$ cat src/rtl/vectored_irq_controller.sv
// Memory-mapped interrupt controller with per-channel edge/level sensing and an input synchroniser.
// Define IRQ_VECTOR_EN to add the fixed-priority VECTOR register, acknowledge write and irq_vector.
module vectored_irq_controller #(
  parameter int NUM_IRQS    = 15,
  parameter int SYNC_STAGES = 0
) (
  input  logic                clk,
  input  logic                reset,
  input  logic [NUM_IRQS-1:0] irqs_in,
  input  logic                wr,
  input  logic [1:0]          addr,
  input  logic [15:0]         din,
  output logic [15:0]         dout,
  output logic                irq_assert,
  output logic [3:0]          irq_vector
);

  localparam logic [1:0] ADDR_ENABLED = 2'd0;
  localparam logic [1:0] ADDR_PENDING = 2'd1;
  localparam logic [1:0] ADDR_MODE    = 2'd2;
  localparam logic [1:0] ADDR_VECTOR  = 2'd3;

  logic [NUM_IRQS-1:0] s_in;
  logic [NUM_IRQS-1:0] s_prev_q, s_prev_d;
  logic [NUM_IRQS-1:0] pending_q, pending_d;
  logic [NUM_IRQS-1:0] enabled_q, enabled_d;
  logic [NUM_IRQS-1:0] mode_q, mode_d;
  logic [15:0]         dout_q, dout_d;
  logic [NUM_IRQS-1:0] mask, rise, wr_clr, ack_clr, clr;
  logic [NUM_IRQS-1:0] active;
  logic [3:0]          vec;
  logic [15:0]         vector_word;

  assign mask = din[NUM_IRQS-1:0];

  generate
    if (SYNC_STAGES == 0) begin : g_nosync
      assign s_in = irqs_in;
    end else begin : g_sync
      logic [NUM_IRQS-1:0] sync_q [SYNC_STAGES];
      logic [NUM_IRQS-1:0] sync_d [SYNC_STAGES];

      // Shift the raw inputs one stage down the chain each cycle.
      always_comb begin
        sync_d[0] = irqs_in;
        for (int i = 1; i < SYNC_STAGES; i++) begin
          sync_d[i] = sync_q[i-1];
        end
      end

      // Synchroniser flops.
      always_ff @(posedge clk or posedge reset) begin
        if (reset) begin
          for (int i = 0; i < SYNC_STAGES; i++) begin
            sync_q[i] <= '0;
          end
        end else begin
          for (int i = 0; i < SYNC_STAGES; i++) begin
            sync_q[i] <= sync_d[i];
          end
        end
      end

      assign s_in = sync_q[SYNC_STAGES-1];
    end
  endgenerate

  assign active = pending_q & enabled_q;

`ifdef IRQ_VECTOR_EN
  function automatic logic [3:0] lowest_index(input logic [NUM_IRQS-1:0] bits);
    logic [3:0] idx;
    idx = 4'd0;
    for (int i = NUM_IRQS - 1; i >= 0; i--) begin
      if (bits[i]) idx = 4'(i);
    end
    return idx;
  endfunction

  assign vec         = lowest_index(active);
  assign vector_word = {|active, 11'b0, vec};

  // Acknowledge clears only the channel currently named by the vector.
  always_comb begin
    ack_clr = '0;
    for (int i = 0; i < NUM_IRQS; i++) begin
      ack_clr[i] = wr && (addr == ADDR_VECTOR) && (|active) && (vec == 4'(i));
    end
  end
`else
  assign vec         = 4'd0;
  assign vector_word = 16'h0000;
  assign ack_clr     = '0;
`endif

  // Register-write decode and next-state of enable, mode and pending bits.
  always_comb begin
    enabled_d = enabled_q;
    mode_d    = mode_q;
    wr_clr    = '0;
    if (wr) begin
      case (addr)
        ADDR_ENABLED: enabled_d = din[15] ? (enabled_q | mask) : (enabled_q & ~mask);
        ADDR_PENDING: wr_clr    = mask;
        ADDR_MODE:    mode_d    = din[15] ? (mode_q | mask) : (mode_q & ~mask);
        ADDR_VECTOR:  wr_clr    = '0;
        default:      wr_clr    = '0;
      endcase
    end else begin
      wr_clr = '0;
    end
    clr      = wr_clr | ack_clr;
    rise     = s_in & ~s_prev_q;
    s_prev_d = s_in;
    // Edge wins over a same-cycle clear; a mode change drops the pending bit outright.
    pending_d = (mode_q & s_in) | (~mode_q & (rise | (pending_q & ~clr)));
    pending_d = pending_d & ~(mode_d ^ mode_q);
  end

  // Read mux: dout only moves on read cycles.
  always_comb begin
    dout_d = dout_q;
    if (!wr) begin
      case (addr)
        ADDR_ENABLED: dout_d = 16'(enabled_q);
        ADDR_PENDING: dout_d = 16'(pending_q);
        ADDR_MODE:    dout_d = 16'(mode_q);
        ADDR_VECTOR:  dout_d = vector_word;
        default:      dout_d = 16'h0000;
      endcase
    end else begin
      dout_d = dout_q;
    end
  end

  // State flops.
  always_ff @(posedge clk or posedge reset) begin
    if (reset) begin
      s_prev_q  <= '0;
      pending_q <= '0;
      enabled_q <= '0;
      mode_q    <= '0;
      dout_q    <= 16'h0000;
    end else begin
      s_prev_q  <= s_prev_d;
      pending_q <= pending_d;
      enabled_q <= enabled_d;
      mode_q    <= mode_d;
      dout_q    <= dout_d;
    end
  end

  assign dout       = dout_q;
  assign irq_assert = |active;
  assign irq_vector = vec;

endmodule

$ cat config.mk
export PLATFORM = sky130hd
export DESIGN_NAME = vectored_irq_controller
export DESIGN_NICKNAME = d
export VERILOG_FILES = /design/src/rtl/vectored_irq_controller.sv
export SDC_FILE = /design/constraint.sdc
export NUM_CORES = 1
export LEC_CHECK = 0
export BUFFER_PORTS_ARGS = -buffer_cell sky130_fd_sc_hd__buf_2
export CORE_UTILIZATION = 55
export DETAILED_ROUTE_END_ITERATION = 12
export PLACE_DENSITY = 0.79
export SLEW_MARGIN = 15
export SYNTH_ARGS = -nofsm -noshare
export SYNTH_HDL_FRONTEND = slang
export SYNTH_SLANG_ARGS = --single-unit
export TNS_END_PERCENT = 50
$ cat constraint.sdc
create_clock -name clk -period 2.95 [get_ports clk]
set_input_delay 0.59 -clock clk [delete_from_list [all_inputs] [get_ports clk]]
set_output_delay 0.59 -clock clk [all_outputs]
set_load 0.05 [all_outputs]
---- After elaboration in Yosys (flattened, before gate mapping) ----
Cells that the tools add are included.
storage, ports and cells
  bits in latches ......................... 0
  register bits ........................... 76
  logic and storage cells ................. 36
  RAM bits ................................ 0
  ROM bits ................................ 0
  memories kept ........................... 0
  output and inout port bits .............. 21
cells by class
  multiply operators ...................... 0
  add/subtract/negate cells ............... 0
  muxes and demuxes ....................... 7
  shifts and indexed selects .............. 0
  reductions and logical operators ........ 3
  bitwise gates (word level) .............. 18
  divide/modulo/power cells ............... 0
  equal/unequal tests ..................... 3
  order comparisons ....................... 0
operators with widths
  operator                                                                count
  15-bit AND                                                              8
  15-bit two-way mux                                                      6
  15-bit NOT                                                              5
  16-bit case mux with 4 select lines                                     1
  15-bit OR                                                               4
  15-bit OR reduction                                                     1
  15-bit bitwise XOR                                                      1
  2-bit equality test (second input constant)                             2
  2-bit by 1-bit equality test with 1-bit output (second input constant)  1
  2-bit zero test                                                         1
  2-bit AND reduction                                                     1

---- Depth between registers and ports, before layout ----
  depth in word-level cells ............... 9
  mapped depth ............................ 6
  mapped depth without buffers ............ 3

---- Worst setup path before layout ----
OpenSTA, ideal clock, no wires.
  kind .................................... register to output
  from .................................... register pending_q[5]
  to ...................................... output port irq_assert
  required time ........................... 2360 ps
  cell stages (with the launch flop) ...... 4
  data arrival time ....................... 1324 ps
  path slack .............................. 1036 ps
  cells stage by stage .................... dfrtp_1 a222oi_1 and3_1 nand4_1
between the ends
  longest elaborated chain between the ends .. 2
ends and longest elaborated chain
  item                    line  RTL
  from (decl)             25    logic [NUM_IRQS-1:0] pending_q, pending_d;
  from (signal assigned)  146   pending_q <= pending_d;
  15-bit AND              68    assign active = pending_q & enabled_q;
  15-bit OR reduction     154   assign irq_assert = |active;
  to (decl)               14    output logic irq_assert,
No other way between the ends.

---- Worst setup path in the final report ----
Ends and elaborated chain as after synthesis.

==> qor.yml <==
synth_flop_cell: "dfrtp_1"
synth_top_area_share_pct: 49.59
core_area_mm2: 0.006495
period_needed_ns: 2.289
final-hold-violation-count: 0
worstPathArrival_ns: 1.70
cp_max_fo: 3
critical_path.max_stage_delay_ns: 0.41
final_antenna_net_count: 0
synth.largest_area_cell: "dfrtp_1"
power.leakage_nw: 1.951
setup_viol: 0
seq_area_frac_synth_pct: 49.59
fin_area_mm2: 0.004283
skew_ns: 0.005901
synthArstFlopShare_pct: 100.0
cts-hold-fix-buffers: 0
cts_tree: "yes"
drt-initial-drc-count: 211
syn_inst: 360
grt_max_degree: 76
yosysWarnings: 0
syn_area_per_cell_um2: 10.51
crit_path_start: "pending_q[5]$_DFF_PP0_"
drc: 4
worst_r2r_startpoint: "mode_q[10]$_DFF_PP0_"
wl_met1_um: 3800
fp.dieW_um: 84.96
antenna_found_initial: 0
grt_pass1_vias: 2916
synthToLayoutAreaGrowth_pct: 13.16
synth_seq_cells: 75
path_clk_slew_ns: 0.08
vias: 2963
r2r_setup_slack_ns: 1.80
slew_headroom_pct: 51.48
cts_buffers: 9
fin_nets: 442
place.detailed.instances: 472
worst_path_max_delay_cell: "dfrtp_1"
powerDensity_mw_per_mm2: 690.5
synth.area.top_cells: "dfrtp_1 (50%), mux2_1 (8.9%), mux2_2 (4.5%), mux2i_1 (4.0%), nor4b_1 (3.5%)"
routed_via_density: 6.072
hold_path.class: "input pin to asynchronous set/reset pin"
final_cell_mix: "dfrtp_1 (75), buf_2 (51)"
worstSetupPathType: "flop to output pin"
critPathLaunchType: "flop"
cp_data_required_time_ns: 2.36
cts.repair.resized: 0
multi_input_comb_area_mm2: 0.001642
drv_slew: 0
grt_pass1_wl_um: 14430
cts_sinks: 75
hpwl_um: 5707
yosysUniqueCellTypes: 28
mostFrequentLayoutCell: "dfrtp_1"
root_buffer: "clkbuf_8"
end_kind: "output pin"
synth_edf_count: 0
start_util_pct: 58.27
drt-total-wl_um: 8599
dpl-instance-area_mm2: 0.004066
preCtsSetupSlack_ns: 0.8635
tightest_slew_ns: 0.7277
post-cts-setup-buffers: 0
drive_above_1_share_pct: 22.38
die_h_um: 84.96
die_area_mm2: 0.007217
wl_per_cell_um: 17.62
critical_path_buf_inv_count: 1
reg2regPathDepth: 2
final_cells: 488
cts.path.max_buffers: 2
path_delay_family: "flip-flops"
gp_congestion: 0.7885
max_freq_mhz: 437.0
rr_endpoint: "pending_q[10]$_DFF_PP0_"
maxCapViolCount: 0
drtPass1Iterations: 9
final_util_pct: 65.94
timing.final.crit_share_pct: 77.58
crit_chain: "a222oi_1 > and3_1 > nand4_1 > buf_2"
io-pin-count: 57
clk_latency_ns: 0.36
rsz0062_at_grt: "no"
grt_usage_pct: 26.14
rows: 29
status: "finished with violations"
dr_wl_met2_um: 4174
overflow: 0
antennaDiodeCount: 0
worst_slack_ns: 0.6615
portBuffers: 51
cts_htree_levels: 3
fin_setup_tns_ns: 0
synth_area_mm2: 0.003785
violations: "DRC"
met3_length_um: 451
peakVddDrop_mv: 0.4729
seq_area_mm2: 0.001877
nFillCells: 504
top_layer: "met4"
[worst reg2reg max path: stages (launching register included)]
cell and delay (ns):
dfrtp_1 0.44, nor4b_1 0.44, o32ai_1 0.15
[where the power goes]
group	switching, mW	leakage [nW]	internal, mW
Clock	0.394	0.101	0.472
Combinational	0.442	0.955	0.259
Sequential	0.170	0.894	1.22
[kinds of logic after synthesis]
group	count (synthesis)	share of synthesized area [%]
compound gates	67	12.43
simple gates	97	13.09
other cells	1	0.09908
buf+inv	60	7.438
mux	60	17.36
flops	75	49.59
[Yosys cell counts, drive strengths merged, types with 2 or more instances]
| master | instances |
|---|---|
| mux2i | 15 |
| clkbuf | 11 |
| buf | 18 |
| mux2 | 45 |
| nand2 | 30 |
| nor4b | 15 |
| nand2b | 2 |
| inv | 31 |
| a21oi | 15 |
| o21ai | 15 |
| o2bb2ai | 15 |
| o32ai | 15 |
| nor4 | 15 |
| nor2 | 30 |
| a22oi | 4 |
| dfrtp | 75 |
[final cells by class]
| class | count | share of cell area, % |
|---|---|---|
| Clock buffer | 9 | 2.892 |
| Clock inverter | 7 | 2.162 |
| Inverter | 31 | 2.717 |
| Multi-Input combinational cell | 229 | 38.33 |
| Sequential cell | 75 | 43.82 |
| Tap cell | 77 | 2.249 |
| Timing Repair Buffer | 60 | 7.829 |
[per-stage QoR]
step	hold slack [ns]	total power [mW]
floorplan	0.4789	1.897
global placement	0.4842	2.067
detailed placement	0.4885	2.103
CTS	0.3177	2.969
global route	0.3215	3.103
finish	0.2767	2.957
[routing by layer]
metal  up-vias  global-route usage (%)
met3        19                   4.669
li1       1375                       -
met5         -                       0
met2       110                   41.28
met4         0                   10.79
met1      1459                   35.92
[worst max-delay path by stage]
stage                                  to  slack, ns  cells past startpoint
3_5_place_dp                         flop       0.86                      4
5_1_grt                        irq_assert       0.57                      4
2_1_floorplan  asynchronous set/reset pin       0.45                      1
6_report                       irq_assert       0.66                      4
4_1_cts                        irq_assert       0.66                      4
3_3_place_gp                         flop       0.94                      4
Power figures use the tool's default switching activity.
